$ cat config.mk
export PLATFORM = sky130hd
export DESIGN_NAME = rca_seq_adder
export DESIGN_NICKNAME = d
export VERILOG_FILES = /design/src/rtl/rca_seq_adder_pkg.sv /design/src/rtl/rca_seq_adder_rca_4b.sv /design/src/rtl/rca_seq_adder.sv
export SDC_FILE = /design/constraint.sdc
export NUM_CORES = 1
export LEC_CHECK = 0
export CELL_PAD_IN_SITES_DETAIL_PLACEMENT = 0
export CELL_PAD_IN_SITES_GLOBAL_PLACEMENT = 2
export CORE_MARGIN = 5
export CORE_UTILIZATION = 33
export CTS_BUF_LIST = sky130_fd_sc_hd__clkbuf_4
export DETAILED_ROUTE_END_ITERATION = 16
export PLACE_DENSITY = 0.81
export REMOVE_ABC_BUFFERS = 1
export SETUP_SLACK_MARGIN = 0.05
export SLEW_MARGIN = 20
export SYNTH_ARGS = -nofsm -noshare
export SYNTH_HDL_FRONTEND = slang
export SYNTH_SLANG_ARGS = --single-unit
$ cat constraint.sdc
create_clock -name clk -period 2.7 [get_ports clk]
set_input_delay 0.405 -clock clk [delete_from_list [all_inputs] [get_ports clk]]
set_output_delay 0.405 -clock clk [all_outputs]
set_load 0.02 [all_outputs]
$ cat src/rtl/rca_seq_adder_pkg.sv
// Shared definitions for the sequential ripple-carry adder: FSM states,
// slice width, and counter sizing.
package rca_seq_adder_pkg;

   typedef enum logic {
      IDLE = 1'b0,
      RUN  = 1'b1
   } state_e;

   localparam int SLICE_W = 4;

   // The counter must be at least 1 bit wide, even when there is only one slice.
   function automatic int cnt_width(input int k);
      return (k > 1) ? $clog2(k) : 1;
   endfunction

endpackage

$ cat src/rtl/rca_seq_adder_rca_4b.sv
// Combinational 4-bit ripple-carry slice (rca_4b), the datapath shared by
// every cycle of the sequential adder.
module rca_4b
   import rca_seq_adder_pkg::*;
(
   input  logic [SLICE_W-1:0] a_i,
   input  logic [SLICE_W-1:0] b_i,
   input  logic               c_i,
   output logic [SLICE_W-1:0] s_o,
   output logic               c_o
);

   logic [SLICE_W:0] c_s;

   always_comb begin
      c_s    = '0;
      s_o    = '0;
      c_s[0] = c_i;
      for (int i = 0; i < SLICE_W; i++) begin
         s_o[i]   = a_i[i] ^ b_i[i] ^ c_s[i];
         c_s[i+1] = (a_i[i] & b_i[i]) | (c_s[i] & (a_i[i] ^ b_i[i]));
      end
   end

   assign c_o = c_s[SLICE_W];

endmodule

$ cat src/rtl/rca_seq_adder.sv
// Multi-cycle N-bit adder: one 4-bit slice per cycle, LSB slice first.
// Optional signed-overflow output is enabled by defining RCA_SEQ_OFL_EN.
module rca_seq_adder
   import rca_seq_adder_pkg::*;
#(
   parameter int N = 16
) (
   input  logic         clk,
   input  logic         rst,
   input  logic         start,
   input  logic [N-1:0] A,
   input  logic [N-1:0] B,
   input  logic         C_in,
   output logic         busy,
   output logic         done,
   output logic [N-1:0] S,
`ifdef RCA_SEQ_OFL_EN
   output logic         Ofl,
`endif
   output logic         C_out
);

   localparam int K  = N / SLICE_W;
   localparam int CW = cnt_width(K);

   state_e               state_q;
   logic [CW-1:0]        cnt_q;
   logic [N-1:0]         a_q, b_q, s_q;
   logic                 cy_q, cout_q, busy_q, done_q;
   logic [SLICE_W-1:0]   slice_s;
   logic                 slice_c;
   logic [N-1:0]         s_d;
`ifdef RCA_SEQ_OFL_EN
   logic                 a_sgn_q, b_sgn_q, ofl_q;
`endif

   rca_4b u_slice (
      .a_i (a_q[SLICE_W-1:0]),
      .b_i (b_q[SLICE_W-1:0]),
      .c_i (cy_q),
      .s_o (slice_s),
      .c_o (slice_c)
   );

   // The newest slice enters at the MSB end, so after K cycles the LSB slice lands at bit 0.
   assign s_d = N'({slice_s, s_q} >> SLICE_W);

   always_ff @(posedge clk or posedge rst) begin
      if (rst) begin
         state_q <= IDLE;
         cnt_q   <= '0;
         a_q     <= '0;
         b_q     <= '0;
         s_q     <= '0;
         cy_q    <= 1'b0;
         cout_q  <= 1'b0;
         busy_q  <= 1'b0;
         done_q  <= 1'b0;
`ifdef RCA_SEQ_OFL_EN
         a_sgn_q <= 1'b0;
         b_sgn_q <= 1'b0;
         ofl_q   <= 1'b0;
`endif
      end else begin
         done_q <= 1'b0;
         case (state_q)
            IDLE: begin
               if (start) begin
                  a_q     <= A;
                  b_q     <= B;
                  cy_q    <= C_in;
                  cnt_q   <= '0;
                  s_q     <= '0;
                  cout_q  <= 1'b0;
                  busy_q  <= 1'b1;
                  state_q <= RUN;
`ifdef RCA_SEQ_OFL_EN
                  a_sgn_q <= A[N-1];
                  b_sgn_q <= B[N-1];
                  ofl_q   <= 1'b0;
`endif
               end else begin
                  state_q <= IDLE;
               end
            end
            RUN: begin
               a_q   <= a_q >> SLICE_W;
               b_q   <= b_q >> SLICE_W;
               s_q   <= s_d;
               cy_q  <= slice_c;
               cnt_q <= cnt_q + CW'(1);
               if (cnt_q == CW'(K - 1)) begin
                  state_q <= IDLE;
                  busy_q  <= 1'b0;
                  done_q  <= 1'b1;
                  cout_q  <= slice_c;
`ifdef RCA_SEQ_OFL_EN
                  ofl_q   <= (a_sgn_q == b_sgn_q) && (slice_s[SLICE_W-1] != a_sgn_q);
`endif
               end else begin
                  state_q <= RUN;
               end
            end
            default: begin
               state_q <= IDLE;
               busy_q  <= 1'b0;
            end
         endcase
      end
   end

   assign busy  = busy_q;
   assign done  = done_q;
   assign S     = s_q;
   assign C_out = cout_q;
`ifdef RCA_SEQ_OFL_EN
   assign Ofl   = ofl_q;
`endif

endmodule

# --- Word level (Yosys, flattened, before mapping) ---
# Cells that the tools add are included.
# W data, S select, Z words.
classes:
  add_sub_neg: 1
  eq_ne: 3
  muxes: 21
  bitwise_logic: 21
  reduce_logical: 1
op_table:
  columns: ["operator", "n"]
  rows:
  - ["$pmux W16 S2", 3]
  - ["$mux W16", 3]
  - ["$mux W1", 9]
  - ["$and A1 B1 Y1", 8]
  - ["$pmux W1 S2", 4]
  - ["$xor A1 B1 Y1", 8]
  - ["$or A1 B1 Y1", 4]
  - ["$pmux W2 S2", 1]
  - ["$add A2 B1 Y2 const B", 1]
  - ["$eq A2 B2 Y1 const B", 1]
  - ["$mux W2", 1]
  - ["$ne A2 B1 Y1 const B", 1]
  - ["$ne A2 B2 Y1 const B", 1]
  - ["$reduce_and A2 Y1", 1]
  - ["$not A1 Y1", 1]
totals:
  ff_bits: 55
  input_bits: 36
  output_inout_bits: 19
  elab_cells: 56

# --- Depth between registers and ports, before layout ---
depth:
  word_depth: 11
  mapped_depth: 9
  depth_no_buf: 9

# --- Hierarchy ---
# From an unflattened synthesis, not the netlist that was laid out.
hier_totals:
  hier_cells: 238
  area_unflattened_um2: 2561.2
modules_own_cells:
  columns: ["mod", "instances", "cells_each", "area_per_inst_um2", "seq_area_each_um2"]
  rows:
  - ["rca_seq_adder", 1, 224, 2443.6, 1376.3]
  - ["rca_4b", 1, 14, 117.6, 0.0]

# --- Worst setup path before layout ---
# Ideal clock, no wire load.
synth_path:
  path_kind: "reg-to-reg"
  startpoint: "register a_q[0]"
  endpoint: "register s_q[15] (netlist: S[15])"
  setup_time_ns: 0.079
  arrival_ns: 1.926
  t_required_ns: 2.621
  path_slack_ns: 0.695
  stages_incl_launch_ff: 9
  n_path_buf: 0
  period_less_slack_ns: 2.005
  path_cell_list: "dfrtp_1 > inv_1 > fa_1 > inv_1 > fa_1 > fa_1 > inv_1 > fa_1 > mux2i_1"
synth_via:
  elab_chain_len: 9
  word_cells_on_any_way: 10
  cone_classes: "mux (1); bitwise (9)"
synth_lines:
  columns: ["item", "line_no", "rtl"]
  rows:
  - ["start, declared", "rca_seq_adder.sv:28", "logic [N-1:0] a_q, b_q, s_q;"]
  - ["start signal, assigned", "rca_seq_adder.sv:87", "a_q <= a_q >> SLICE_W;"]
  - ["$xor A1 B1 Y1", "rca_seq_adder_rca_4b.sv:21", "c_s[i+1] = (a_i[i] & b_i[i]) | (c_s[i] & (a_i[i] ^ b_i[i]));"]
  - ["$and A1 B1 Y1", "rca_seq_adder_rca_4b.sv:21", null]
  - ["$or A1 B1 Y1 *", "rca_seq_adder_rca_4b.sv:21", null]
  - ["$and A1 B1 Y1 *", "rca_seq_adder_rca_4b.sv:21", null]
  - ["$or A1 B1 Y1 *", "rca_seq_adder_rca_4b.sv:21", null]
  - ["$and A1 B1 Y1 *", "rca_seq_adder_rca_4b.sv:21", null]
  - ["$or A1 B1 Y1 *", "rca_seq_adder_rca_4b.sv:21", null]
  - ["$xor A1 B1 Y1 *", "rca_seq_adder_rca_4b.sv:20", "s_o[i] = a_i[i] ^ b_i[i] ^ c_s[i];"]
  - ["$pmux W16 S2 *", "rca_seq_adder.sv:66", "case (state_q)"]
  - ["end signal, assigned", "rca_seq_adder.sv:54", "s_q <= '0;"]
  - ["end signal, assigned", "rca_seq_adder.sv:73", "s_q <= '0;"]
  - ["end signal, assigned", "rca_seq_adder.sv:89", "s_q <= s_d;"]
  - ["end, declared", "rca_seq_adder.sv:28", null]
# Every way passes the cells marked *; elsewhere a longest branch is shown, timed or not.
# A chain may end at the register's enable or synchronous reset.

# --- Worst setup path after layout ---
# Same ends and word-level chain as after synthesis.

==> impl_metrics.py <==
metrics = {
    "critical_path": {
        "critical_path.slowest_cell": "dfrtp_1",
        "crit_path_end_kind": "register",
        "slowest_delay_ns": 0.43,
        "setup.worst_path.class": "reg -> reg",
        "critPathMostFrequentCell": "fa_1",
        "path_cells": "inv_1 -> fa_1 -> inv_1 -> fa_1 -> fa_1 -> inv_1 -> fa_1 -> mux2i_1",
        "cp.arrival_ns": 2.45,
        "cp_max_fo": 2,
        "worstSetupStartpointType": "register",
        "worstPathRequired_ns": 3.02,
    },
    "drt": {
        "routedWlPerCell_um": 13.0,
        "post-route-drc-count": 0,
        "ant_nets": 0,
        "drtIter0Drc": 41,
        "vias": 1693,
        "viasPerCell": 4.49,
        "dr.pass1.iters": 4,
        "routed_wirelength_um": 4890,
    },
    "logic_synthesis": {
        "avgSynthCellArea_um2": 10.9,
        "syn_area_um2": 2460,
        "synthesis.instances": 226,
        "synth-edff-count": 0,
        "synth_top_cell_by_area": "dfrtp_1",
        "ys_seq_area_share_pct": 55.8,
        "synth_ff_type": "dfrtp_1",
        "synth_top_cell_area_share_pct": 55.8,
        "synth_cell_types": 21,
        "ys_warn_count": 0,
        "synthArstFlopShare_pct": 100,
        "synth-seq-cells": 55,
        "ys_top_cells_by_area": "dfrtp_1 56%, mux2i_1 15%, nand2_1 5.6%",
    },
    "cells_and_area": {
        "n_antenna_cell": 0,
        "area_growth_pct": 28.1,
        "drive_gt1_share_pct": 6.12,
        "multiInputGateArea_um2": 960,
        "nFillCells": 735,
        "regArea_um2": 1380,
        "mostFrequentLayoutCells": "54 x dfrtp_1, 53 x clkdlybuf4s50_1, 37 x nand2_1",
        "final_common_cell": "dfrtp_1",
        "fin_nets": 318,
    },
    "outcome": {
        "status": "complete, no violations",
    },
    "global_route": {
        "grt_max_degree": 63,
        "antenna_found_initial": 0,
        "first_global_vias": 1574,
        "grt_overflow": 0,
        "track_usage_pct": 10.9,
        "grt_pass1_wl_um": 7900,
    },
    "die": {
        "die_w_um": 96.4,
        "die_height_um": 96.4,
        "core_region_area_um2": 7250,
        "initial_utilization_pct": 34.0,
        "num_rows": 31,
        "die_area_um2": 9300,
        "io_pins": 55,
    },
    "clock_network": {
        "cts-root-buf": "clkbuf_4",
        "clock_sinks": 55,
        "htree_num_levels": 2,
        "cts_setup_buffers": 0,
        "clock_latency_ns": 0.38,
        "clock_path_buffers": 2,
        "clk_pin_slew_ns": 0.17,
        "cts_tree": "built",
        "hold_buffers": 0,
        "postCtsResizedCells": 0,
        "cts_buffers": 5,
    },
    "place": {
        "place.gp.congestion": 0.733,
        "io_buffer_count": 54,
        "dpl.hpwl_um": 3400,
    },
    "sta": {
        "hold_viol": 0,
        "fin_skew_ns": 0.0173,
        "drv_slew": 0,
        "fmax_mhz": 471,
        "rsz0062_at_grt": "false",
        "finalSetupTns_ns": 0,
        "slew_headroom_pct": 67.0,
        "setup_viol_count_final": 0,
        "period_minus_slack_ns": 2.12,
        "finalCritPeriodShare_pct": 78.6,
        "worst_pin_slew_ns": 0.494,
    },
    "worst_hold_path": {
        "hold_path.class": "in -> async",
    },
    "power_and_ir_drop": {
        "p_seq_share_pct": 47.7,
        "p_sw_share_pct": 37.2,
        "power_frac_comb_pct": 39.4,
        "power.internal_mw": 1.79,
        "power.share.clock_pct": 12.9,
        "pwr_density_cell_nw_per_um2": 901,
        "power_mw": 2.85,
        "p_sw_mw": 1.06,
        "power.leakage_nw": 1.44,
        "ir_drop_mv": 0.318,
    },
    "flow_run": {
        "drv_cap": 0,
    },
}
routing by layer:
layer	global-route usage (%)	part of all wire [%]	up-vias
met5	0	0	-
met4	2.45	0	0
met3	2.79	5.7	0
met2	16.6	46	41
met1	15.6	48	804
li1	-	-	848
flip-flops by register name, indices dropped and copies added, names as in the netlist:
name,count
C_out,1
cy_q,1
cnt_q,2
a_q,16
b_q,16
state_q,1
busy,1
done,1
S,16
synthesized netlist by cell type (3+ instances only):
cell,instances
nor2_1,10
mux2i_1,36
inv_1,11
a22o_1,5
buf_2,4
nand2b_1,11
fa_1,4
o21ai_1,8
buf_6,3
dfrtp_1,55
nand2_1,37
clkbuf_1,7
o21ai_0,27
area by class of cell:
cell class,instances,area share [%]
inverters,11,1.31
flip-flops and latches,55,43.6
well taps,99,3.92
multi-input cells,145,30.4
clock buffers,5,1.19
clock inverters,3,0.634
repair buffers,59,18.9
power groups by stage:
stage | combinational (mW) | clock (mW) | sequential [mW]
after detailed placement | 1.15 | 0 | 1.38
after global placement | 1.13 | 0 | 1.37
after floorplan | 0.459 | 0 | 1.54
after global routing | 1.26 | 0.422 | 1.41
final | 1.12 | 0.366 | 1.36
after CTS | 1.15 | 0.390 | 1.36
per-stage QoR:
step / area (um^2) / setup slack [ns] / utilization (%) / hold slack (ns) / cells
final: 3160 / 0.578 / 43.5 / 0.335 / 377
after global routing: 3160 / 0.397 / 43.5 / 0.359 / 377
after CTS: 3160 / 0.562 / 43.5 / 0.337 / 377
after detailed placement: 3100 / 0.597 / 42.7 / 0.463 / 369
after global placement: 3100 / 0.640 / 42.7 / 0.462 / 369
after floorplan: 2380 / 0.391 / - / 0.449 / 211
cell families (layout without fill, tap and decap cells):
logic type | Yosys count | after routing | synth area share [%]
simple gates | 60 | 60 | 10.5
flops | 55 | 55 | 55.8
compound gates | 43 | 43 | 9.64
mux | 37 | 37 | 15.1
buf+inv | 26 | 78 | 5.23
fa+ha+maj | 5 | 5 | 3.76
critical path: cells and delay by family (launching register included):
family     cells  cell delay [ns]
fa+ha+maj      4             1.30
buf+inv        3             0.22
flops          1             0.43
mux            1             0.13
worst paths after layout:
kind	start	end	slack, ns	cells after the start
min in group clk	start	S[5]	0.48	3
hold / removal	rst	S[4]	0.34	2
setup / recovery	a_q[0]	S[15]	0.58	8
setup reg to reg	a_q[0]	S[15]	0.58	8
hold reg to reg	a_q[12]	a_q[8]	0.49	2
max in group asynchronous	rst	a_q[9]	1.80	3
Note: power is estimated with default switching activity, not from simulation.
